### config.mk
export PLATFORM = sky130hd
export DESIGN_NAME = ber_window_monitor
export DESIGN_NICKNAME = d
export VERILOG_FILES = /design/src/rtl/ber_window_monitor.sv
export SDC_FILE = /design/constraint.sdc
export NUM_CORES = 1
export LEC_CHECK = 0
export BUFFER_PORTS_ARGS = -buffer_cell sky130_fd_sc_hd__buf_2
export CAP_MARGIN = 40
export CORE_UTILIZATION = 45
export CTS_BUF_LIST = sky130_fd_sc_hd__clkbuf_2
export CTS_CLUSTER_SIZE = 14
export DETAILED_ROUTE_END_ITERATION = 10
export PLACE_DENSITY = 0.69
export SLEW_MARGIN = 20
export SYNTH_ARGS = -nofsm -noshare
export SYNTH_HDL_FRONTEND = slang
export SYNTH_SLANG_ARGS = --single-unit
### constraint.sdc
create_clock -name clk -period 4 [get_ports clk]
set_input_delay 1.2 -clock clk [delete_from_list [all_inputs] [get_ports clk]]
set_output_delay 1.2 -clock clk [all_outputs]
set_load 0.02 [all_outputs]
### src/rtl/ber_window_monitor.sv
// ber_window_monitor: windowed bit-error accumulator gated by link lock, with result handshake,
// overrun flag and saturating lock-loss counter.
module ber_window_monitor #(
  parameter int SETTLE_CYCLES = 16,
  parameter int CNT_W = 24
) (
  input  logic             clk,
  input  logic             reset,
  input  logic             aligned,
  input  logic [6:0]       errorCounter,
  input  logic [3:0]       win_sel,
  input  logic             clear,
  input  logic             res_ack,
  output logic             res_valid,
  output logic [CNT_W-1:0] res_err,
  output logic [3:0]       res_words,
  output logic             overrun,
  output logic [7:0]       lock_loss_count,
  output logic [1:0]       state
);
  localparam logic [1:0] S_IDLE = 2'd0;
  localparam logic [1:0] S_SETTLE = 2'd1;
  localparam logic [1:0] S_MEASURE = 2'd2;
  logic [1:0] state_q, state_d;
  logic [7:0] settle_q, settle_d, ll_q, ll_d;
  logic [CNT_W-1:0] acc_q, acc_d, res_err_q, res_err_d;
  logic [19:0] word_q, word_d, len_m1;
  logic [3:0] ws_q, ws_d, ws_in, res_words_q, res_words_d;
  logic res_valid_q, res_valid_d, overrun_q, overrun_d, new_res;
  logic [6:0] ec;
  logic [CNT_W:0] sum;
  logic [CNT_W-1:0] sum_sat;
  assign ec = errorCounter > 7'd64 ? 7'd64 : errorCounter;
  assign ws_in = win_sel > 4'd10 ? 4'd10 : win_sel;
  // A 10-step shift wraps to zero in 20 bits, so the minus one still yields the all-ones last index.
  assign len_m1 = (20'd1024 << ws_q) - 20'd1;
  assign sum = {1'b0, acc_q} + {{(CNT_W-6){1'b0}}, ec};
  assign sum_sat = sum[CNT_W] ? '1 : sum[CNT_W-1:0];
  always_comb begin
    state_d = state_q;
    settle_d = settle_q;
    acc_d = acc_q;
    word_d = word_q;
    ws_d = ws_q;
    ll_d = ll_q;
    new_res = 1'b0;
    if (!aligned) begin
      state_d = S_IDLE;
      settle_d = '0;
      acc_d = '0;
      word_d = '0;
      ll_d = (state_q != S_IDLE && ll_q != 8'hFF) ? ll_q + 8'd1 : ll_q;
    end else if (state_q == S_IDLE) begin
      state_d = S_SETTLE;
      settle_d = 8'd1;
    end else if (state_q == S_SETTLE) begin
      state_d = settle_q >= 8'(SETTLE_CYCLES - 1) ? S_MEASURE : S_SETTLE;
      settle_d = settle_q >= 8'(SETTLE_CYCLES - 1) ? 8'd0 : settle_q + 8'd1;
      ws_d = ws_in;
    end else begin
      new_res = word_q == len_m1;
      acc_d = new_res ? '0 : sum_sat;
      word_d = new_res ? '0 : word_q + 20'd1;
      ws_d = new_res ? ws_in : ws_q;
    end
    if (clear) begin
      acc_d = '0;
      word_d = '0;
      ll_d = '0;
      new_res = 1'b0;
    end
  end
  assign res_valid_d = new_res | (res_valid_q & ~res_ack);
  assign res_err_d = new_res ? sum_sat : res_err_q;
  assign res_words_d = new_res ? ws_q : res_words_q;
  assign overrun_d = clear ? 1'b0 : overrun_q | (new_res & res_valid_q & ~res_ack);
  always_ff @(posedge clk) begin
    if (!reset) begin
      state_q <= S_IDLE;
      settle_q <= '0;
      acc_q <= '0;
      word_q <= '0;
      ws_q <= '0;
      ll_q <= '0;
      res_valid_q <= 1'b0;
      res_err_q <= '0;
      res_words_q <= '0;
      overrun_q <= 1'b0;
    end else begin
      state_q <= state_d;
      settle_q <= settle_d;
      acc_q <= acc_d;
      word_q <= word_d;
      ws_q <= ws_d;
      ll_q <= ll_d;
      res_valid_q <= res_valid_d;
      res_err_q <= res_err_d;
      res_words_q <= res_words_d;
      overrun_q <= overrun_d;
    end
  end
  assign state = state_q;
  assign res_valid = res_valid_q;
  assign res_err = res_err_q;
  assign res_words = res_words_q;
  assign overrun = overrun_q;
  assign lock_loss_count = ll_q;
endmodule

==> impl_metrics.env, run 1 <==
export IMPL_cts_made_buffers=9
export IMPL_layout_drive_gt1_share=0.145
export IMPL_grt_setup_unrepaired="false"
export IMPL_detail_route_antenna_nets=0
export IMPL_fin_setup_tns_ns=0
export IMPL_ctsLongestPathBuffers=2
export IMPL_aggregate_global_routing_overflow=0
export IMPL_ff_latch_area_sq_um=1920
export IMPL_ctsHtreeMaxLevel=3
export IMPL_first_global_vias=4109
export IMPL_number_of_hold_violations_in_the_final_report=0
export IMPL_yosys_register_bits=96
export IMPL_critPathArrivalTime_ns=3.47
export IMPL_timing_critical_path_fanout_max=19
export IMPL_final_net_count=677
export IMPL_postLayoutSetupSlackWorst_ns=1.01
export IMPL_min_delay_path_depth=2
export IMPL_p_clk_frac=0.315
export IMPL_synthesis_area_sq_um=4940
export IMPL_cts_root_buf="sky130_fd_sc_hd__clkbuf_2"
export IMPL_power_leakage_nw=2.02
export IMPL_cts_tree="yes"
export IMPL_ctsResizeCount=0
export IMPL_place_detailed_instances=774
export IMPL_multi_input_area_sq_um=2820
export IMPL_clkSinkCount=96
export IMPL_synth_area_leaders="sky130_fd_sc_hd__dfxtp_1 (39%), sky130_fd_sc_hd__nor2_1 (5.5%), sky130_fd_sc_hd__o21ai_0 (4.7%), sky130_fd_sc_hd__nand2_1 (4.3%), sky130_fd_sc_hd__xor2_1 (3.9%)"
export IMPL_number_of_unique_standard_cell_types_used_by_synthesis=62
export IMPL_worst_r2r_startpoint="ws_q[1]$_SDFFE_PN0P_"
export IMPL_clock_insertion_delay_worst_skew_ns=0.55
export IMPL_holdCritPathClass="reg -> reg"
export IMPL_slew_limit_headroom=0.568
export IMPL_timing_critical_path_cells="buf_2, nor2b_1, ha_1, inv_1, fa_1, nor2b_1, o31ai_1, a21o_1, nor2_1, buf_4, o21ai_0, a211oi_1"
export IMPL_final_max_slew_viol_count=0
export IMPL_internal_power_summed_over_all_cells_mw=1.14
export IMPL_timing_fmax_ghz=0.335
export IMPL_seq_area_frac_synth=0.389
export IMPL_grt_pass1_wl_um=19300
export IMPL_grt_antenna_before_repair=0
export IMPL_netlist_top_cell_by_area="sky130_fd_sc_hd__dfxtp_1"
export IMPL_r2r_end="word_q[0]$_SDFFE_PP0P_"
export IMPL_holdCritStartpoint="res_err[17]$_SDFFE_PN0P_"
export IMPL_core_rowCount=37
export IMPL_detail_route_iter0_violations=270
export IMPL_syn_to_final_growth_pct=10.1
export IMPL_dominantRegCellSynth="sky130_fd_sc_hd__dfxtp_1"
export IMPL_critical_path_most_common_cell="sky130_fd_sc_hd__nor2b_1"
export IMPL_totalWireLength_um=11500
export IMPL_yosys_warnings=0
export IMPL_num_vias=4448
export IMPL_fin_total_pwr_mw=1.53
export IMPL_outcome="finished, final reports clean"
export IMPL_fp_dieArea_sq_um=11400
export IMPL_critical_path_startpoint_type="input pin"
export IMPL_cts_hold_fix_buffers=0
export IMPL_mappedNetlistNets=634
export IMPL_remaining_drc_errors=0
export IMPL_io_pins=56
export IMPL_final_instance_count_excl_fill=790
export IMPL_nFillCells=1062
export IMPL_synth_enable_flop_cells=0
export IMPL_dp_final_hpwl_um=8280
export IMPL_worstPathRequired_ns=4.49
export IMPL_preCtsSetupSlack_ns=0.443
export IMPL_setup_violations_final=0
export IMPL_postCtsSetupRepairBufs=0
export IMPL_maximum_number_of_pins_on_one_net_before_global_route_repair=48
export IMPL_crit_path_max_incr_delay_ns=0.39
export IMPL_timing_reg2reg_setup_slack_ns=1.04
export IMPL_die_width_um=107
export IMPL_ws_path_type="in -> reg"
export IMPL_post_dp_cell_area_sq_um=5330
export IMPL_die_h_um=107
export IMPL_timing_critical_path_slowest_stage_cell="sky130_fd_sc_hd__fa_1"
export IMPL_worst_pin_slew_ns=0.643
export IMPL_share_seq_of_total_power=0.633
export IMPL_power_frac_comb=0.053
export IMPL_io_buffer_count=55
export IMPL_worst_clock_skew_ns=0.0289
export IMPL_synth_top_cell_area_share=0.389
export IMPL_reg2reg_depth=10
export IMPL_timing_final_crit_period_ns=2.99
export IMPL_peakVddDrop_v=0.000160
export IMPL_synth_avg_cell_area_sq_um=8.15
export IMPL_wl_per_cell_um=14.5
export IMPL_track_usage=0.209
export IMPL_start_util=0.472
export IMPL_endpoint_class_of_the_critical_path="register"
export IMPL_mean_number_of_vias_per_cell=5.63
export IMPL_core_sq_um=10500
export IMPL_post_synth_inst_count=606
export IMPL_switching_share=0.252
export IMPL_critPathLaunch="errorCounter[6]"
export IMPL_insertedDiodeCount=0
export IMPL_drt_pass1_iter_count=5
export IMPL_fraction_of_synthesis_flops_using_an_asynchronous_set_or_reset_pin=0
export IMPL_power_net_switching_mw=0.386
export IMPL_min_period_over_period=0.747
export IMPL_design_area_sq_um=5440
export IMPL_drv_max_cap_violation_count=0
export IMPL_gp_routability_congestion=0.858
export IMPL_power_per_cell_area_nw_per_um2=281
export IMPL_min_delay_worst_endpoint="res_err[17]$_SDFFE_PN0P_"
export IMPL_clk_pin_slew_ns=0.25
## area by class of cell
class / count / area share
clock buffer: 11 / 0.0101
clock inverter: 5 / 0.0103
tap: 136 / 0.0313
timing repair buffer: 65 / 0.0681
multi-input combinational: 464 / 0.518
sequential: 96 / 0.353
inverter: 13 / 0.00897
## placed cells by master, fill, tap and decap left out, drive strengths merged, types with 12 or more instances in the layout
master   n
o21ai   47
a21oi   37
nor2    73
nand2   57
a211oi  13
nor3    17
buf     65
mux2i   12
xor2    22
nand4   19
nand3   18
dfxtp   96
inv     14
nand2b  14
xnor2   14
## through the flow
step | hold WS [ns] | util
after floorplan | 0.429 | -
after global placement | 0.451 | 0.508
after detailed placement | 0.456 | 0.509
after CTS | 0.489 | 0.520
after global routing | 0.510 | 0.520
final | 0.482 | 0.520
## cell usage after synthesis, types with 6 or more instances
| cell type | n |
|---|---|
| sky130_fd_sc_hd__a211oi_1 | 13 |
| sky130_fd_sc_hd__and3_1 | 11 |
| sky130_fd_sc_hd__mux2i_1 | 12 |
| sky130_fd_sc_hd__or2_2 | 6 |
| sky130_fd_sc_hd__buf_2 | 7 |
| sky130_fd_sc_hd__dfxtp_1 | 96 |
| sky130_fd_sc_hd__xor2_1 | 22 |
| sky130_fd_sc_hd__a21o_1 | 8 |
| sky130_fd_sc_hd__o211ai_1 | 11 |
| sky130_fd_sc_hd__and2_1 | 6 |
| sky130_fd_sc_hd__nor2b_1 | 10 |
| sky130_fd_sc_hd__nand3_1 | 18 |
| sky130_fd_sc_hd__nand4_1 | 19 |
| sky130_fd_sc_hd__nor2_1 | 73 |
| sky130_fd_sc_hd__clkbuf_1 | 19 |
| sky130_fd_sc_hd__inv_1 | 13 |
| sky130_fd_sc_hd__nand2_1 | 56 |
| sky130_fd_sc_hd__a31oi_1 | 7 |
| sky130_fd_sc_hd__o21ai_0 | 46 |
| sky130_fd_sc_hd__nor3_1 | 17 |
| sky130_fd_sc_hd__nand2b_1 | 14 |
| sky130_fd_sc_hd__a21oi_1 | 37 |
| sky130_fd_sc_hd__ha_1 | 11 |
| sky130_fd_sc_hd__xnor2_1 | 14 |
## worst max-delay path: cells and delay by family
| kind | cells | cell delay, ns |
|---|---|---|
| adders and majority gates | 2 | 0.58 |
| AOI/OAI and AO/OA | 4 | 0.80 |
| and+or+nand+nor | 3 | 0.46 |
| buffers and inverters | 3 | 0.42 |
## flip-flops by register name, summed over array words and instances, names as in the netlist
signal and flops:
acc_q 24, res_err 24, word_q 20, lock_loss_count 8
settle_q 8, res_words 4, ws_q 4, state 2
overrun 1, res_valid 1
## layer usage
layer	GRT usage	vias to the layer above	routed length [um]
li1	-	2241	-
met3	0.0322	18	472
met5	0.0286	-	0
met4	0.0881	0	221
met1	0.290	2082	5590
met2	0.321	107	5210
## logic make-up (layout without fill, tap and decap cells)
logic type,Yosys count,count (layout),synth area share
AOI/OAI and AO/OA,154,154,0.202
xor gates and xnor gates,36,36,0.0638
adders and majority gates,12,12,0.0319
buffers and inverters,46,94,0.0408
DFF,96,96,0.389
muxes,13,13,0.0266
and+or+nand+nor,249,249,0.246
## power groups by stage
stage | registers (mW) | clock network (mW) | logic, mW
final | 0.968 | 0.481 | 0.0807
after global routing | 0.970 | 0.539 | 0.0886
after CTS | 0.968 | 0.499 | 0.0808
after detailed placement | 0.985 | 0 | 0.0802
after global placement | 0.985 | 0 | 0.0762
after floorplan | 0.983 | 0 | 0.0553
## worst max path at each step
stage / endpoint / slack (ns) / cells after the start
global route: word_q[0]$_SDFFE_PP0P_ / 0.78 / 10
detailed placement: acc_q[9]$_SDFFE_PP0P_ / 0.44 / 12
finish: acc_q[9]$_SDFFE_PP0P_ / 1.01 / 12
CTS: word_q[0]$_SDFFE_PP0P_ / 1.04 / 10
floorplan: acc_q[13]$_SDFFE_PP0P_ / 0.83 / 11
global placement: acc_q[9]$_SDFFE_PP0P_ / 0.53 / 12
Note: power is estimated with default switching activity, not from simulation.
==> run 2, diff against run 1 <==
ABC_AREA = 1   (was default)
PLACE_DENSITY = 0.68   (was 0.69)
clock period = 2.8 ns   (was 4 ns; I/O delays follow)
==> run 2 against run 1 <==
- clock skew up 0.0057 ns
- area after synthesis up 14%
- register-to-register slack worse by 0.81 ns
- setup slack worse by 0.80 ns
- synthesized cell count up 50%
- via count up 25%
- clock power up 42%
- sequential cell count unchanged
- sequential share of layout area down 5.5 points
- global-route usage up 1.8 points
- total power up 47%
- count of clock-buffer cells in the layout up 1
==> impl_metrics.env, run 2 <==
export IMPL_slew_limit_headroom=0.557
export IMPL_cts_hold_fix_buffers=0
export IMPL_layout_drive_gt1_share=0.142
export IMPL_synth_avg_cell_area_sq_um=6.21
export IMPL_clk_pin_slew_ns=0.24
export IMPL_timing_final_crit_period_ns=2.59
export IMPL_syn_to_final_growth_pct=13.9
export IMPL_most_frequent_cells_in_the_layout="sky130_fd_sc_hd__nand2_1 (241), sky130_fd_sc_hd__nor2_1 (154), sky130_fd_sc_hd__inv_1 (134)"
export IMPL_cts_made_buffers=9
export IMPL_critical_path_startpoint_type="input pin"
export IMPL_postCtsSetupRepairBufs=0
export IMPL_drv_max_cap_violation_count=0
export IMPL_post_synth_inst_count=911
export IMPL_fraction_of_synthesis_flops_using_an_asynchronous_set_or_reset_pin=0
export IMPL_setup_violations_final=0
export IMPL_crit_path_max_incr_delay_ns=0.38
export IMPL_wl_per_cell_um=11.8
export IMPL_cpLargestDelayFamily="simple AND/OR/NAND/NOR gates"
export IMPL_core_rowCount=40
export IMPL_peakVddDrop_v=0.000244
export IMPL_final_net_count=1016
export IMPL_gp_routability_congestion=0.853
export IMPL_seq_area_frac_synth=0.340
export IMPL_detail_route_antenna_nets=0
export IMPL_r2r_end="word_q[7]$_SDFFE_PP0P_"
export IMPL_grt_pass1_wl_um=23600
export IMPL_timing_reg2reg_setup_slack_ns=0.23
export IMPL_ctsHtreeMaxLevel=3
export IMPL_die_h_um=114
export IMPL_grt_antenna_before_repair=0
export IMPL_synthesis_area_sq_um=5660
export IMPL_worst_clock_skew_ns=0.0346
export IMPL_reg2reg_depth=13
export IMPL_totalWireLength_um=13700
export IMPL_drt_pass1_iter_count=6
export IMPL_holdCritPathClass="reg -> reg"
export IMPL_synth_enable_flop_cells=0
export IMPL_start_util=0.467
export IMPL_mappedNetlistNets=939
export IMPL_critPathLaunch="errorCounter[3]"
export IMPL_cts_tree="yes"
export IMPL_dominantRegCellSynth="sky130_fd_sc_hd__dfxtp_1"
export IMPL_critical_path_depth=18
export IMPL_die_width_um=114
export IMPL_clock_insertion_delay_worst_skew_ns=0.60
export IMPL_most_used_routing_layer="met2"
export IMPL_synth_area_leaders="sky130_fd_sc_hd__dfxtp_1 (34%), sky130_fd_sc_hd__nand2_1 (16%), sky130_fd_sc_hd__nor2_1 (10%), sky130_fd_sc_hd__inv_1 (9.3%), sky130_fd_sc_hd__nand3_1 (6.8%)"
export IMPL_cp_endpoint="acc_q[21]$_SDFFE_PP0P_"
export IMPL_worstPathRequired_ns=3.32
export IMPL_fin_setup_tns_ns=0
export IMPL_power_leakage_nw=3.17
export IMPL_number_of_unique_standard_cell_types_used_by_synthesis=38
export IMPL_globalRouteMet2Util=0.358
export IMPL_leading_post_synthesis_cells_by_instance_count="sky130_fd_sc_hd__nand2_1 (245), sky130_fd_sc_hd__nor2_1 (156), sky130_fd_sc_hd__inv_1 (140), sky130_fd_sc_hd__dfxtp_1 (96), sky130_fd_sc_hd__nand3_1 (77)"
export IMPL_timing_fmax_ghz=0.386
export IMPL_grtUsageMet3=0.0328
export IMPL_ctsResizeCount=0
export IMPL_ctsLongestPathBuffers=2
export IMPL_maximum_number_of_pins_on_one_net_before_global_route_repair=32
export IMPL_number_of_hold_violations_in_the_final_report=0
export IMPL_aggregate_global_routing_overflow=0
export IMPL_io_pins=56
export IMPL_worst_pin_slew_ns=0.662
export IMPL_critical_path_most_common_cell="sky130_fd_sc_hd__nand2_1"
export IMPL_worst_r2r_startpoint="ws_q[3]$_SDFFE_PN0P_"
export IMPL_yosys_register_bits=96
export IMPL_timing_critical_path_slowest_stage_cell="sky130_fd_sc_hd__fa_2"
export IMPL_timing_critical_path_cells="buf_2, inv_8, nand4_1, o31ai_1, inv_1, nor2_1, ha_2, inv_2, fa_2, o21ai_4, nand2_1, nand2_2, nand2_1, inv_1, nand2_1, nand3_1, nand3_1, a21oi_1"
export IMPL_first_global_vias=5079
export IMPL_dp_final_hpwl_um=10300
export IMPL_detail_route_iter0_violations=402
export IMPL_min_period_over_period=0.925
export IMPL_path_buf_inv=5
export IMPL_power_per_cell_area_nw_per_um2=350
export IMPL_endpoint_class_of_the_critical_path="register"
export IMPL_num_vias=5567
export IMPL_grt_met1_usage=0.318
export IMPL_io_buffer_count=55
export IMPL_insertedDiodeCount=0
export IMPL_ws_path_type="in -> reg"
export IMPL_netlist_top_cell_by_area="sky130_fd_sc_hd__dfxtp_1"
export IMPL_outcome="finished, final reports clean"
export IMPL_yosys_warnings=0
export IMPL_track_usage=0.227
export IMPL_clkSinkCount=96
export IMPL_timing_critical_path_fanout_max=4
export IMPL_grt_setup_unrepaired="false"
export IMPL_synthMostInstantiatedCell="sky130_fd_sc_hd__nand2_1"
export IMPL_worst_hold_slack_ns=0.462
export IMPL_cts_root_buf="sky130_fd_sc_hd__clkbuf_2"
export IMPL_mean_number_of_vias_per_cell=4.80
export IMPL_remaining_drc_errors=0
export IMPL_layout_cells_most_common="sky130_fd_sc_hd__nand2_1"
export IMPL_critPathArrivalTime_ns=3.11
export IMPL_final_max_slew_viol_count=0
export IMPL_fp_dieArea_sq_um=13000
export IMPL_core_sq_um=12100
export IMPL_synth_top_cell_area_share=0.340
## run 2: cell count changes after synthesis, moves of 12 or more
cell,before,now
sky130_fd_sc_hd__inv_1,13,140
sky130_fd_sc_hd__mux2i_1,12,0
sky130_fd_sc_hd__nand2_1,56,245
sky130_fd_sc_hd__nand2b_1,14,0
sky130_fd_sc_hd__nand3_1,18,77
sky130_fd_sc_hd__nor2_1,73,156
sky130_fd_sc_hd__o21ai_0,46,17
## run 2: cells by family after synthesis
group | synth area share
buffers and inverters | 0.120
adder cells (fa/ha/maj) | 0.0279
AO/OA/AOI/OAI | 0.0706
XOR/XNOR | 0.0310
AND/OR/NAND/NOR | 0.411
flip-flops | 0.340
## run 2: per-stage QoR
step | utilization | cell area, sq um | cells | setup slack [ns] | power, mW
2_1_floorplan | - | 5720 | 911 | -0.0709 | 1.53
3_3_place_gp | 0.523 | 6340 | 1145 | -0.325 | 1.60
3_5_place_dp | 0.523 | 6340 | 1145 | -0.377 | 1.60
4_1_cts | 0.532 | 6440 | 1160 | 0.254 | 2.27
5_1_grt | 0.532 | 6440 | 1160 | 0.0155 | 2.35
6_report | 0.532 | 6440 | 1160 | 0.211 | 2.25
## run 2: worst min-delay path, cell delays in order (launching register included)
cell and delay, ns:
sky130_fd_sc_hd__dfxtp_1 0.37, sky130_fd_sc_hd__nand2_1 0.06, sky130_fd_sc_hd__nor2_1 0.04
## run 2: final cells by class
cell class	instances	area [sq um]
Clock buffer	12	60.1
Clock inverter	3	43.8
Fill cell	1299	5670
Inverter	145	559
Multi-Input combinational cell	645	3100
Sequential cell	96	1920
Tap cell	168	210
Timing Repair Buffer	91	546
## run 2: worst min path at each step
stage | from | endpoint | slack, ns | depth (start not counted)
after floorplan | settle_q[5]$_SDFFE_PP0P_ | settle_q[5]$_SDFFE_PP0P_ | 0.42 | 2
after global placement | settle_q[5]$_SDFFE_PP0P_ | settle_q[5]$_SDFFE_PP0P_ | 0.43 | 2
after detailed placement | settle_q[4]$_SDFFE_PP0P_ | settle_q[4]$_SDFFE_PP0P_ | 0.44 | 2
after CTS | res_ack | res_valid$_SDFF_PN0_ | 0.44 | 4
after global routing | overrun$_SDFF_PP0_ | overrun$_SDFF_PP0_ | 0.49 | 2
final | settle_q[4]$_SDFFE_PP0P_ | settle_q[4]$_SDFFE_PP0P_ | 0.46 | 2
## run 2: power by group
part / leakage (nW) / switching [mW] / total (mW) / internal, mW
Clock: 0.0720 / 0.468 / 0.682 / 0.213
Combinational: 2.32 / 0.121 / 0.189 / 0.0681
Sequential: 0.775 / 0.00825 / 1.38 / 1.38
Total: 3.17 / 0.597 / 2.25 / 1.66
## run 2: layer usage
metal | up-vias | share of wire | wire (um)
li1 | 2995 | - | -
met1 | 2452 | 0.51 | 7020
met2 | 104 | 0.42 | 5780
met3 | 16 | 0.048 | 659
met4 | 0 | 0.016 | 216
met5 | - | 0 | 0
